[src/rtl/sig_capture_ctrl_if.sv]
// Store-snoop, drain and status bundle for sig_capture_ctrl.
// master: core/bench side; slave: the capture controller.
interface sig_capture_ctrl_if #(
    parameter int DATA_W = 32,
    parameter int ADDR_W = 32,
    parameter int DEPTH  = 16
);
    localparam int LW = $clog2(DEPTH) + 1;

    logic              st_en;
    logic [ADDR_W-1:0] st_addr;
    logic [DATA_W-1:0] st_data;
    logic              rd_en;
    logic              rd_valid;
    logic [DATA_W-1:0] rd_data;
    logic [LW-1:0]     level;
    logic              overflow;
    logic              halted;
    logic              timed_out;
    logic              done;
    logic [31:0]       cycles;

    modport master (
        output st_en, st_addr, st_data, rd_en,
        input  rd_valid, rd_data, level,
        input  overflow, halted, timed_out, done, cycles
    );

    modport slave (
        input  st_en, st_addr, st_data, rd_en,
        output rd_valid, rd_data, level,
        output overflow, halted, timed_out, done, cycles
    );
endinterface

[src/rtl/sig_capture_ctrl.sv]
// Signature capture / halt / timeout controller snooping the store port.
// Optional macro SIG_RANGE_EN: capture a SIG_SPAN-byte window, not one address.
module sig_capture_ctrl #(
    parameter int                DATA_W    = 32,
    parameter int                ADDR_W    = 32,
    parameter int                DEPTH     = 16,
    parameter logic [ADDR_W-1:0] SIG_ADDR  = 32'h0000_0F00,
    parameter logic [ADDR_W-1:0] HALT_ADDR = 32'hCAFE_BEEF,
    parameter int                TIMEOUT   = 20000,
    parameter int                SIG_SPAN  = 64
) (
    input  logic               clk,
    input  logic               rst,
    sig_capture_ctrl_if.slave  bus
);
    localparam int AW = $clog2(DEPTH);
    localparam int PW = AW + 1;

`ifdef SIG_RANGE_EN
    localparam bit RANGE_ON = 1'b1;
`else
    localparam bit RANGE_ON = 1'b0;
`endif

    // Exact-match mode is a window of one address.
    localparam logic [ADDR_W-1:0] WIN =
        RANGE_ON ? ADDR_W'(SIG_SPAN) : ADDR_W'(1);
    localparam logic [31:0] TMO_LAST = 32'(TIMEOUT - 1);

    typedef enum logic [1:0] {
        S_RUN,
        S_DRAIN,
        S_DONE
    } state_t;

    state_t state, state_nx;

    logic [DATA_W-1:0] mem [DEPTH];
    logic [PW-1:0]     wptr, rptr;
    logic [31:0]       cyc_q;
    logic              ovf_q, halt_q, tmo_q;

    logic [ADDR_W-1:0] sig_off;
    logic              halt_hit, sig_hit, tmo_hit;
    logic              run, empty, full;
    logic              do_push, do_pop, drop;
    logic              set_halt, set_tmo;

    assign sig_off  = bus.st_addr - SIG_ADDR;
    assign halt_hit = bus.st_en && (bus.st_addr == HALT_ADDR);
    assign sig_hit  = bus.st_en && !halt_hit &&
                      (bus.st_addr >= SIG_ADDR) && (sig_off < WIN);
    assign tmo_hit  = (cyc_q == TMO_LAST);

    assign run   = (state == S_RUN);
    assign empty = (wptr == rptr);
    assign full  = (wptr[AW-1:0] == rptr[AW-1:0]) &&
                   (wptr[AW] != rptr[AW]);

    assign do_pop  = bus.rd_en && !empty;
    assign do_push = run && sig_hit && (!full || do_pop);
    assign drop    = run && sig_hit && full && !do_pop;

    always_comb begin
        state_nx = state;
        set_halt = 1'b0;
        set_tmo  = 1'b0;
        unique case (state)
            S_RUN: begin
                set_halt = halt_hit;
                set_tmo  = tmo_hit;
                if (halt_hit || tmo_hit)
                    state_nx = S_DRAIN;
            end
            S_DRAIN: begin
                if (empty)
                    state_nx = S_DONE;
            end
            S_DONE: state_nx = S_DONE;
            default: state_nx = S_RUN;
        endcase
    end

    always_ff @(posedge clk or posedge rst) begin
        if (rst) begin
            state <= S_RUN;
        end else begin
            state <= state_nx;
        end
    end

    // Storage is cleared on reset so rd_data reads 0 afterwards.
    always_ff @(posedge clk or posedge rst) begin
        if (rst) begin
            for (int i = 0; i < DEPTH; i++)
                mem[i] <= '0;
            wptr <= '0;
            rptr <= '0;
        end else begin
            if (do_push) begin
                mem[wptr[AW-1:0]] <= bus.st_data;
                wptr <= wptr + 1'b1;
            end
            if (do_pop)
                rptr <= rptr + 1'b1;
        end
    end

    always_ff @(posedge clk or posedge rst) begin
        if (rst) begin
            cyc_q  <= '0;
            ovf_q  <= 1'b0;
            halt_q <= 1'b0;
            tmo_q  <= 1'b0;
        end else begin
            if (run && (cyc_q != 32'hFFFF_FFFF))
                cyc_q <= cyc_q + 32'd1;
            if (drop)
                ovf_q <= 1'b1;
            if (set_halt)
                halt_q <= 1'b1;
            if (set_tmo)
                tmo_q <= 1'b1;
        end
    end

    assign bus.rd_valid  = !empty;
    assign bus.rd_data   = mem[rptr[AW-1:0]];
    assign bus.level     = wptr - rptr;
    assign bus.overflow  = ovf_q;
    assign bus.halted    = halt_q;
    assign bus.timed_out = tmo_q;
    assign bus.done      = (state == S_DONE);
    assign bus.cycles    = cyc_q;
endmodule

[src/flat_wrapper.sv]
// flat-port wrapper written by rule: the top's interface ports become plain ports
module sig_capture_ctrl_flat 
#(
    parameter int                DATA_W    = 32,
    parameter int                ADDR_W    = 32,
    parameter int                DEPTH     = 16,
    parameter logic [ADDR_W-1:0] SIG_ADDR  = 32'h0000_0F00,
    parameter logic [ADDR_W-1:0] HALT_ADDR = 32'hCAFE_BEEF,
    parameter int                TIMEOUT   = 20000,
    parameter int                SIG_SPAN  = 64
)
  (clk, rst, bus_st_en, bus_st_addr, bus_st_data, bus_rd_en, bus_rd_valid, bus_rd_data, bus_level, bus_overflow, bus_halted, bus_timed_out, bus_done, bus_cycles);
  sig_capture_ctrl_if #(.DATA_W(DATA_W), .ADDR_W(ADDR_W), .DEPTH(DEPTH)) bus_i ();
  input  logic clk;
  input  logic rst;
  input wire logic [$bits(bus_i.st_en)-1:0] bus_st_en;
  input wire logic [$bits(bus_i.st_addr)-1:0] bus_st_addr;
  input wire logic [$bits(bus_i.st_data)-1:0] bus_st_data;
  input wire logic [$bits(bus_i.rd_en)-1:0] bus_rd_en;
  output wire logic [$bits(bus_i.rd_valid)-1:0] bus_rd_valid;
  output wire logic [$bits(bus_i.rd_data)-1:0] bus_rd_data;
  output wire logic [$bits(bus_i.level)-1:0] bus_level;
  output wire logic [$bits(bus_i.overflow)-1:0] bus_overflow;
  output wire logic [$bits(bus_i.halted)-1:0] bus_halted;
  output wire logic [$bits(bus_i.timed_out)-1:0] bus_timed_out;
  output wire logic [$bits(bus_i.done)-1:0] bus_done;
  output wire logic [$bits(bus_i.cycles)-1:0] bus_cycles;
  assign bus_i.st_en = bus_st_en;
  assign bus_i.st_addr = bus_st_addr;
  assign bus_i.st_data = bus_st_data;
  assign bus_i.rd_en = bus_rd_en;
  assign bus_rd_valid = bus_i.rd_valid;
  assign bus_rd_data = bus_i.rd_data;
  assign bus_level = bus_i.level;
  assign bus_overflow = bus_i.overflow;
  assign bus_halted = bus_i.halted;
  assign bus_timed_out = bus_i.timed_out;
  assign bus_done = bus_i.done;
  assign bus_cycles = bus_i.cycles;
  sig_capture_ctrl #(.DATA_W(DATA_W), .ADDR_W(ADDR_W), .DEPTH(DEPTH), .SIG_ADDR(SIG_ADDR), .HALT_ADDR(HALT_ADDR), .TIMEOUT(TIMEOUT), .SIG_SPAN(SIG_SPAN)) u_core (.clk(clk), .rst(rst), .bus(bus_i));
endmodule
[config.mk]
export PLATFORM = sky130hd
export DESIGN_NAME = sig_capture_ctrl_flat
export DESIGN_NICKNAME = d
export VERILOG_FILES = /design/src/rtl/sig_capture_ctrl_if.sv /design/src/rtl/sig_capture_ctrl.sv /design/src/flat_wrapper.sv
export SDC_FILE = /design/constraint.sdc
export NUM_CORES = 1
export LEC_CHECK = 0
export CAP_MARGIN = 20
export CORE_MARGIN = 2
export CORE_UTILIZATION = 65
export DETAILED_ROUTE_END_ITERATION = 8
export PLACE_DENSITY = 0.84
export SLEW_MARGIN = 30
export SYNTH_ARGS = -nofsm -noshare
export SYNTH_HDL_FRONTEND = slang
export SYNTH_SLANG_ARGS = --single-unit
export TNS_END_PERCENT = 50
[constraint.sdc]
create_clock -name clk -period 47.4 [get_ports clk]
set_input_delay 9.48 -clock clk [delete_from_list [all_inputs] [get_ports clk]]
set_output_delay 9.48 -clock clk [all_outputs]
set_load 0.05 [all_outputs]
After elaboration in Yosys (flattened, before gate mapping)
Cells that the tools add are included.

Logic and storage cells: 76. Input port bits: 68. Output and inout bits: 74. Flip-flop bits (word level): 559.

Reduce and logical (&&, ||, !) cells: 20. Mux-type cells: 11. $lt $le $gt $ge: 5. Bitwise gates (word level): 2. Add/sub/neg operators: 5. Eq/ne operators: 10.

Operator list (number): $bwmux W512 (1); $bmux W32 S4 (1); $demux W32 S4 (1); $mux W32 (3); $add A32 B1 Y32 const B (1); $eq A32 B15 Y1 const B (1); $eq A32 B32 Y1 const B (1); $ge A32 B12 Y1 const B (1); $lt A32 B1 Y1 const B (1); $ne A32 B32 Y1 const B (1); $sub A32 B12 Y32 const B (1); $logic_and A1 B1 Y1 (12); $add A5 B1 Y5 const B (2); $ge A5 B5 Y1 const B (2); $not A4 Y5 (2); $pmux W2 S3 (1); $eq A5 B5 Y1 (1); $lt A5 B1 Y1 const B (1); $sub A5 B5 Y5 (1); $eq A4 B4 Y1 (1); $logic_not A1 Y1 (4); $mux W2 (2); $eq A2 B1 Y1 const B (1); $eq A2 B2 Y1 const B (1); 7 further kinds (9).

Logic depth before layout (Yosys ltp)
Gate-level depths: netlist of run 1.

Word-level depth: 9. Depth in mapped cells: 12. Gate-level depth less buffers: 7.

Worst setup path before layout of run 1
Ideal clock, no wire load.

Path type: register to output. Start point: register u_core.rptr[0]. End point: output port bus_rd_data[0]. Path buffers: 3. Data arrival time: 2.497 ns. Slack: 35.423 ns. Required time: 37.920 ns. Stages on the path, launching flop included: 6. Cells stage by stage: dfrtp_1 > clkbuf_1 > clkbuf_1 > buf_1 > mux4_2 > mux4_2.

Longest elaborated chain between the ends: 4.

Ends and longest elaborated chain: start, declared (RTL line sig_capture_ctrl.sv:39) `logic [PW-1:0] wptr, rptr;`; start signal, assigned (RTL line sig_capture_ctrl.sv:105) `rptr <= rptr + 1'b1;`; $not A4 Y5 (not written as such) (RTL line sig_capture_ctrl.sv:128) `assign bus.rd_data = mem[rptr[AW-1:0]];`; $bmux W32 S4 (RTL line sig_capture_ctrl.sv:128); $mux W32 (not written as such) (2 in a row) (RTL line sig_capture_ctrl.sv:128); end, declared (RTL line flat_wrapper.sv:21) `output wire logic [$bits(bus_i.rd_data)-1:0] bus_rd_data;`.

Every way passes these cells. The select of a mux whose other input is x is not followed.

Final worst setup path of run 1
Start point: register u_core.rptr[0]. End point: output port bus_rd_data[18].

The elaborated chain is that of the path after synthesis.

==> metrics, run 1 <==
status finished, final reports clean; Final nets 1804; port bufs 141; Setup Fix Bufs, Post-CTS 0; layout cells sized above 1 roughly 42%; pwr dens just under 40 nW/µm²; clk_skew 0.0205 ns; Worst Setup Path Type flop to output port; Syn-to-layout area delta 15.2%; GP Congestion roughly 0.86; CTS tree built; starting density of the core around two thirds; Post-synth EDFFs 0; Max clock buf depth 3; CTS root buffer clkbuf_16; period utilization between 20% and 30%; Synth cell types 51; # IOs between 100 and 150; most common cell in the netlist dfrtp_1; total gr overflow 0; largest net degree at the start of global routing ~190; Slew @ Worst Pin 0.887 ns; Inserted Diodes 0; Post-Synthesis Cells 1629; Hold WC Path Type flop to flop; wire length of the first global-routing pass about 91 mm; fmax about 74 MHz; final setup vio count 0; Hold EP u_core.bus.overflow$_DFFE_PP0P_; Starting DRT DRC Count between 900 and 1k; Arrival @ worst endpoint slightly above 4 ns; Synth area leaders dfrtp_1 (54%), mux2_2 (20%), mux4_2 (14%); Worst EP required 37.92 ns; flops & latches, synth 559; Post-synth top cells dfrtp_1 (559), mux2_2 (458), mux4_2 (160); Reg-to-Reg End u_core.mem[108]$_DFFE_PP0P_; CP startpoint kind flop; total power approximately 1.1 mW; worst reg-to-reg path cell count 10; final hold vios 0; hold depth 1; RSZ-0062 raised after global routing no; crit path max fanout 96; Die H 203 µm; drt total wl approximately 57 mm; Post-Place Worst Slack roughly 34 ns; Lkg Pwr 14.4 nW; FFs w/ async S/R, synth 100%; DR vias/cell approximately 6.5; relative slew slack about two fifths; Period minus WS final around 14 ns; Top delay family on crit path buffers and inverters; Routed wire per std cell 24.7 µm; Final Non-Filler Cells about 2.3k; reg-to-reg slack, setup 42.67 ns; cts bufs inserted between 50 and 60; DIE AREA ~41000 µm²; Synth area leader dfrtp_1; Non-Filler Cell Area, Final 29800 µm²; Area after DPL roughly 28000 µm²; Seq/Total Area, Yosys between 50% and 60%; vias in the first global route around 16k; worst-skew pair later-pin latency 0.61 ns; Synthesized Nets roughly 1.7k; Worst VDD drop 0.0000386 V; crit path max-delay cell type dfrtp_4; Worst Setup Slack, final 33.82 ns; crit end category output port; Post-Syn Area per Cell between 15 and 20 µm²; FP Rows 73; Placed Cells incl. Taps 2186; clk slew on worst S/H paths ~0.06 ns; CP most frequent cell mux4_2; Min-Delay Startpoint u_core.bus.overflow$_DFFE_PP0P_; total track usage ~29%; CTS Sinks 559; area fraction of the dominant cell type after synthesis between 50% and 60%; synthesized cell area between 20000 and 30000 µm²; antenna-violating nets left 0; drt first pass iters 5; Fin Setup TNS 0 ns; Core ar. between 30000 and 40000 µm²; Synth warnings 0; Max Slew Vio Count 0; buffer and inverter count on the worst path 2; Max Cap Violations 0; initial antenna violation count 2; CTS H-tree depth 2; Die W roughly 200 µm; max incr delay on CP 0.89 ns; final routed DRC violation total 0; post-CTS sizing 0; RR Startpoint u_core.rptr[1]$_DFFE_PP0P_; Vias around 15k; CP cell instances buf_12 -> mux4_2 -> mux4_2 -> clkdlybuf4s50_1; WHS 0.475 ns; Core Util, Final between 70% and 80%; placed wire-length estimate roughly 32 mm; Synth Flop Type dfrtp_1; hold-fix buffers at CTS 0
worst max path at each step:
stage,startpoint,end,depth (start not counted)
5_1_grt,u_core.rptr[0]$_DFFE_PP0P_,bus_rd_data[18],4
6_report,u_core.rptr[0]$_DFFE_PP0P_,bus_rd_data[18],4
4_1_cts,u_core.rptr[1]$_DFFE_PP0P_,bus_level[3],7
3_5_place_dp,bus_st_addr[17],u_core.mem[123]$_DFFE_PP0P_,7
3_3_place_gp,u_core.rptr[1]$_DFFE_PP0P_,bus_level[3],7
2_1_floorplan,rst,u_core.bus.cycles[0]$_DFFE_PP0P_,1
report_power, final:
| part | switching (mW) | total, mW | internal (mW) |
|---|---|---|---|
| registers | 0.0191 | 0.499 | 0.480 |
| clock network | 0.183 | 0.467 | 0.283 |
| logic | 0.106 | 0.182 | 0.0765 |
layout make-up:
type                       count  area, µm²
timing repair buffer         165       1750
clock inverter                17        299
fill                        2341       9700
sequential                   559      14000
inverter                      18       80.1
multi-input combinational    922      11300
clock buffer                  82       1650
tap                          525        657
logic make-up (layout without fill, tap and decap cells):
kind of cell             count (synthesis)  after routing  share of synthesized area, %
XOR/XNOR                                41             41                          1.39
AND/OR/NAND/NOR                        172            172                          4.25
buffers and inverters                  148            282                          2.41
multiplexers                           676            676                          36.4
AO/OA/AOI/OAI                           19             19                         0.673
flip-flops                             559            559                          54.1
adder cells (fa/ha/maj)                 14             14                         0.707
worst reg2reg max path, cell delays in order (launching register included):
cell and delay [ns]:
dfrtp_4 0.68, buf_16 0.30, buf_6 0.60, inv_1 0.20, ha_1 0.35, nand4_1 0.13, or3_1 0.60, and3_1 0.28
nand4_1 0.54, buf_4 0.52, mux2_2 0.42
cells in the final DEF, fill, tap and decap left out, types with 4 or more instances in the layout:
master and n:
nor4b_1 4, nand2_1 17, clkbuf_8 11, buf_4 11, nand4_4 9, nand3_1 18
clkbuf_1 13, clkinv_2 7, ha_1 13, nor3_1 12, inv_1 16, nor4_1 12
and3_1 28, nand4_1 26, buf_12 7, or4_1 5, clkbuf_16 58, nor2_1 12
mux2_1 58, and4_1 6, clkdlybuf4s50_1 141, xor2_1 12, mux2_2 458, bufinv_16 8
and2_1 6, mux4_2 160, dfrtp_1 556, nor3b_1 4, xnor2_1 29
per-layer routing:
| layer | routed length (µm) | track usage, % | up-vias | part of all wire [%] |
|---|---|---|---|---|
| li1 | - | - | 6340 | - |
| met1 | 24100 | 40.0 | 7976 | 43 |
| met2 | 28900 | 48.0 | 368 | 51 |
| met3 | 2510 | 4.62 | 89 | 4.4 |
| met4 | 1010 | 6.70 | 4 | 1.8 |
| met5 | 28 | 0 | - | 0.050 |
sequential cells by signal, summed over array words and instances, names as in the netlist:
| name | flops |
|---|---|
| u_core.bus.halted | 1 |
| u_core.wptr | 5 |
| u_core.bus.cycles | 32 |
| u_core.bus.overflow | 1 |
| u_core.bus.timed_out | 1 |
| u_core.state | 2 |
| u_core.mem | 512 |
| u_core.rptr | 5 |
(Power assumes the default switching activity.)
==> run 2: changes to the inputs <==
CORE_UTILIZATION = 60   (was 65)
PLACE_DENSITY = 0.78   (was 0.84)
clock period = 12.8 ns   (was 47.4 ns; I/O delays follow)
==> run 2 against run 1 <==
Clock-buffer cell count increased by 1. Worst hold slack got worse by 0.011 ns. Total power increased to 3.6 times the previous value. Register-to-register slack got worse by 34 ns. Sequential power increased to 3.7 times the previous value. Cell area about the same. Critical path depth unchanged. Non-clock buffer count increased by 7. Sequential cell count unchanged. Sequential share of layout area about the same. Die area increased by 8.2%.
==> metrics, run 2 (synthesis results as in run 1) <==
final setup vio count 0; Setup Fix Bufs, Post-CTS 0; DIE AREA around 45000 µm²; drt total wl between 50 and 60 mm; drt first pass iters 4; M3 GR Usage 4.51%; CP startpoint kind flop; antenna-violating nets left 0; Arrival @ worst endpoint between 4 and 5 ns; Hold WC Path Type flop to flop; Routed wire per std cell 24.9 µm; worst-skew pair later-pin latency ~0.62 ns; CTS H-tree depth 2; # IOs between 100 and 150; RSZ-0062 raised after global routing no; post-CTS sizing 0; Slew @ Worst Pin about 0.93 ns; largest net degree at the start of global routing ~200; cts bufs inserted 57; total track usage between 20 and 30%; Post-Place Worst Slack 6.15 ns; crit end category output port; fmax roughly 150 MHz; Worst Setup Path Type flop to output port; clk_skew 0.0193 ns; status finished, final reports clean; Starting DRT DRC Count a little over 900; hold-fix buffers at CTS 0; Die H about 210 µm; Syn-to-layout area delta 15.2%; Worst VDD drop about 0.00013 V; wire length of the first global-routing pass between 90 and 100 mm; most frequent cells in the layout dfrtp_1 (556), mux2_2 (458), mux4_2 (160), clkdlybuf4s50_1 (141), mux2_1 (58); port bufs about 140; Max Cap Violations 0; Largest Register u_core.mem; Core ar. about 43000 µm²; most common cell after layout, fill and taps aside dfrtp_1; Vias approximately 15k; Worst Setup Slack, final around 6 ns; grt met2 use between 40% and 50%; Lkg Pwr around 14 nW; relative slew slack between 30% and 40%; total gr overflow 0; Period minus WS final 6.82 ns; CTS root buffer clkbuf_16; final routed DRC violation total 0; final hold vios 0; met1 GRT Util ~37%; clk slew on worst S/H paths approximately 0.060 ns; period utilization 53.3%; Fin Setup TNS 0 ns; vias in the first global route ~16k; Max clock buf depth 3; total power ~4.1 mW; GP Congestion a little over 0.8; initial antenna violation count 2; Max Slew Vio Count 0; layout cells sized above 1 between 40% and 50%; Final nets about 1.8k; pwr dens roughly 140 nW/µm²; starting density of the core between 60% and 70%; Worst EP required between 10 and 15 ns; FP Rows 76; CTS tree built; GR peak layer met2; CTS Sinks 559; crit path max fanout 95; placed wire-length estimate about 33 mm; Die W between 200 and 250 µm; max reg flops a little over 500; DR vias/cell between 6 and 7
## run 2: cell count changes in the layout (fill, tap and decap cells not counted)
cell	before	now
and4b_4	1	0
clkbuf_16	58	57
diode_2	0	2
clkbuf_8	11	15
buf_4	11	13
buf_12	7	12
clkinvlp_4	1	3
clkinv_2	7	6
clkbuf_1	13	11
and4b_2	0	1
bufinv_16	8	2
inv_6	0	1
## run 2: stage by stage
stage / hold slack, ns / instance area, µm² / utilization [%] / std cells
global route: 0.504 / 29800 / 69.5 / 2314
global placement: 0.450 / 27700 / 64.6 / 2204
floorplan: 0.453 / 25800 / - / 1629
CTS: 0.468 / 29700 / 69.3 / 2309
finish: 0.464 / 29800 / 69.6 / 2315
detailed placement: 0.460 / 27900 / 65.1 / 2213
## run 2: routing by layer
metal | routed length [µm] | part of all wire, %
met5 | 0 | 0
met4 | 1340 | 2.3
met3 | 2810 | 4.9
met2 | 28900 | 50
met1 | 24600 | 43
## run 2: report_power, final
part	internal (mW)	switching, mW
Combinational	0.284	0.380
Sequential	1.78	0.0897
Clock	0.939	0.679
## run 2: worst max-delay path, cell delays in order, from the launching register on
cell             delay (ns)
dfrtp_4                0.95
buf_12                 0.66
mux4_2                 0.60
mux4_2                 0.46
clkdlybuf4s50_1        0.80
## run 2: layout make-up
type                       count  area (µm²)
tap                          546         683
inverter                      18        71.3
clock buffer                  83        1670
clock inverter                13         146
timing repair buffer         172        1870
sequential                   559       14000
multi-input combinational    922       11300
fill                        2859       13000
antenna                        2        5.00
## run 2: final timing paths
check | from | slack, ns | to | depth (start not counted)
min reg2reg | u_core.bus.overflow$_DFFE_PP0P_ | 0.46 | u_core.bus.overflow$_DFFE_PP0P_ | 1
max in group asynchronous | rst | 8.24 | u_core.mem[475]$_DFFE_PP0P_ | 6
min in group asynchronous | rst | 2.42 | u_core.mem[321]$_DFFE_PP0P_ | 3
max | u_core.rptr[0]$_DFFE_PP0P_ | 5.98 | bus_rd_data[27] | 4
min | u_core.bus.overflow$_DFFE_PP0P_ | 0.46 | u_core.bus.overflow$_DFFE_PP0P_ | 1
max reg2reg | u_core.rptr[3]$_DFFE_PP0P_ | 8.64 | u_core.mem[367]$_DFFE_PP0P_ | 9
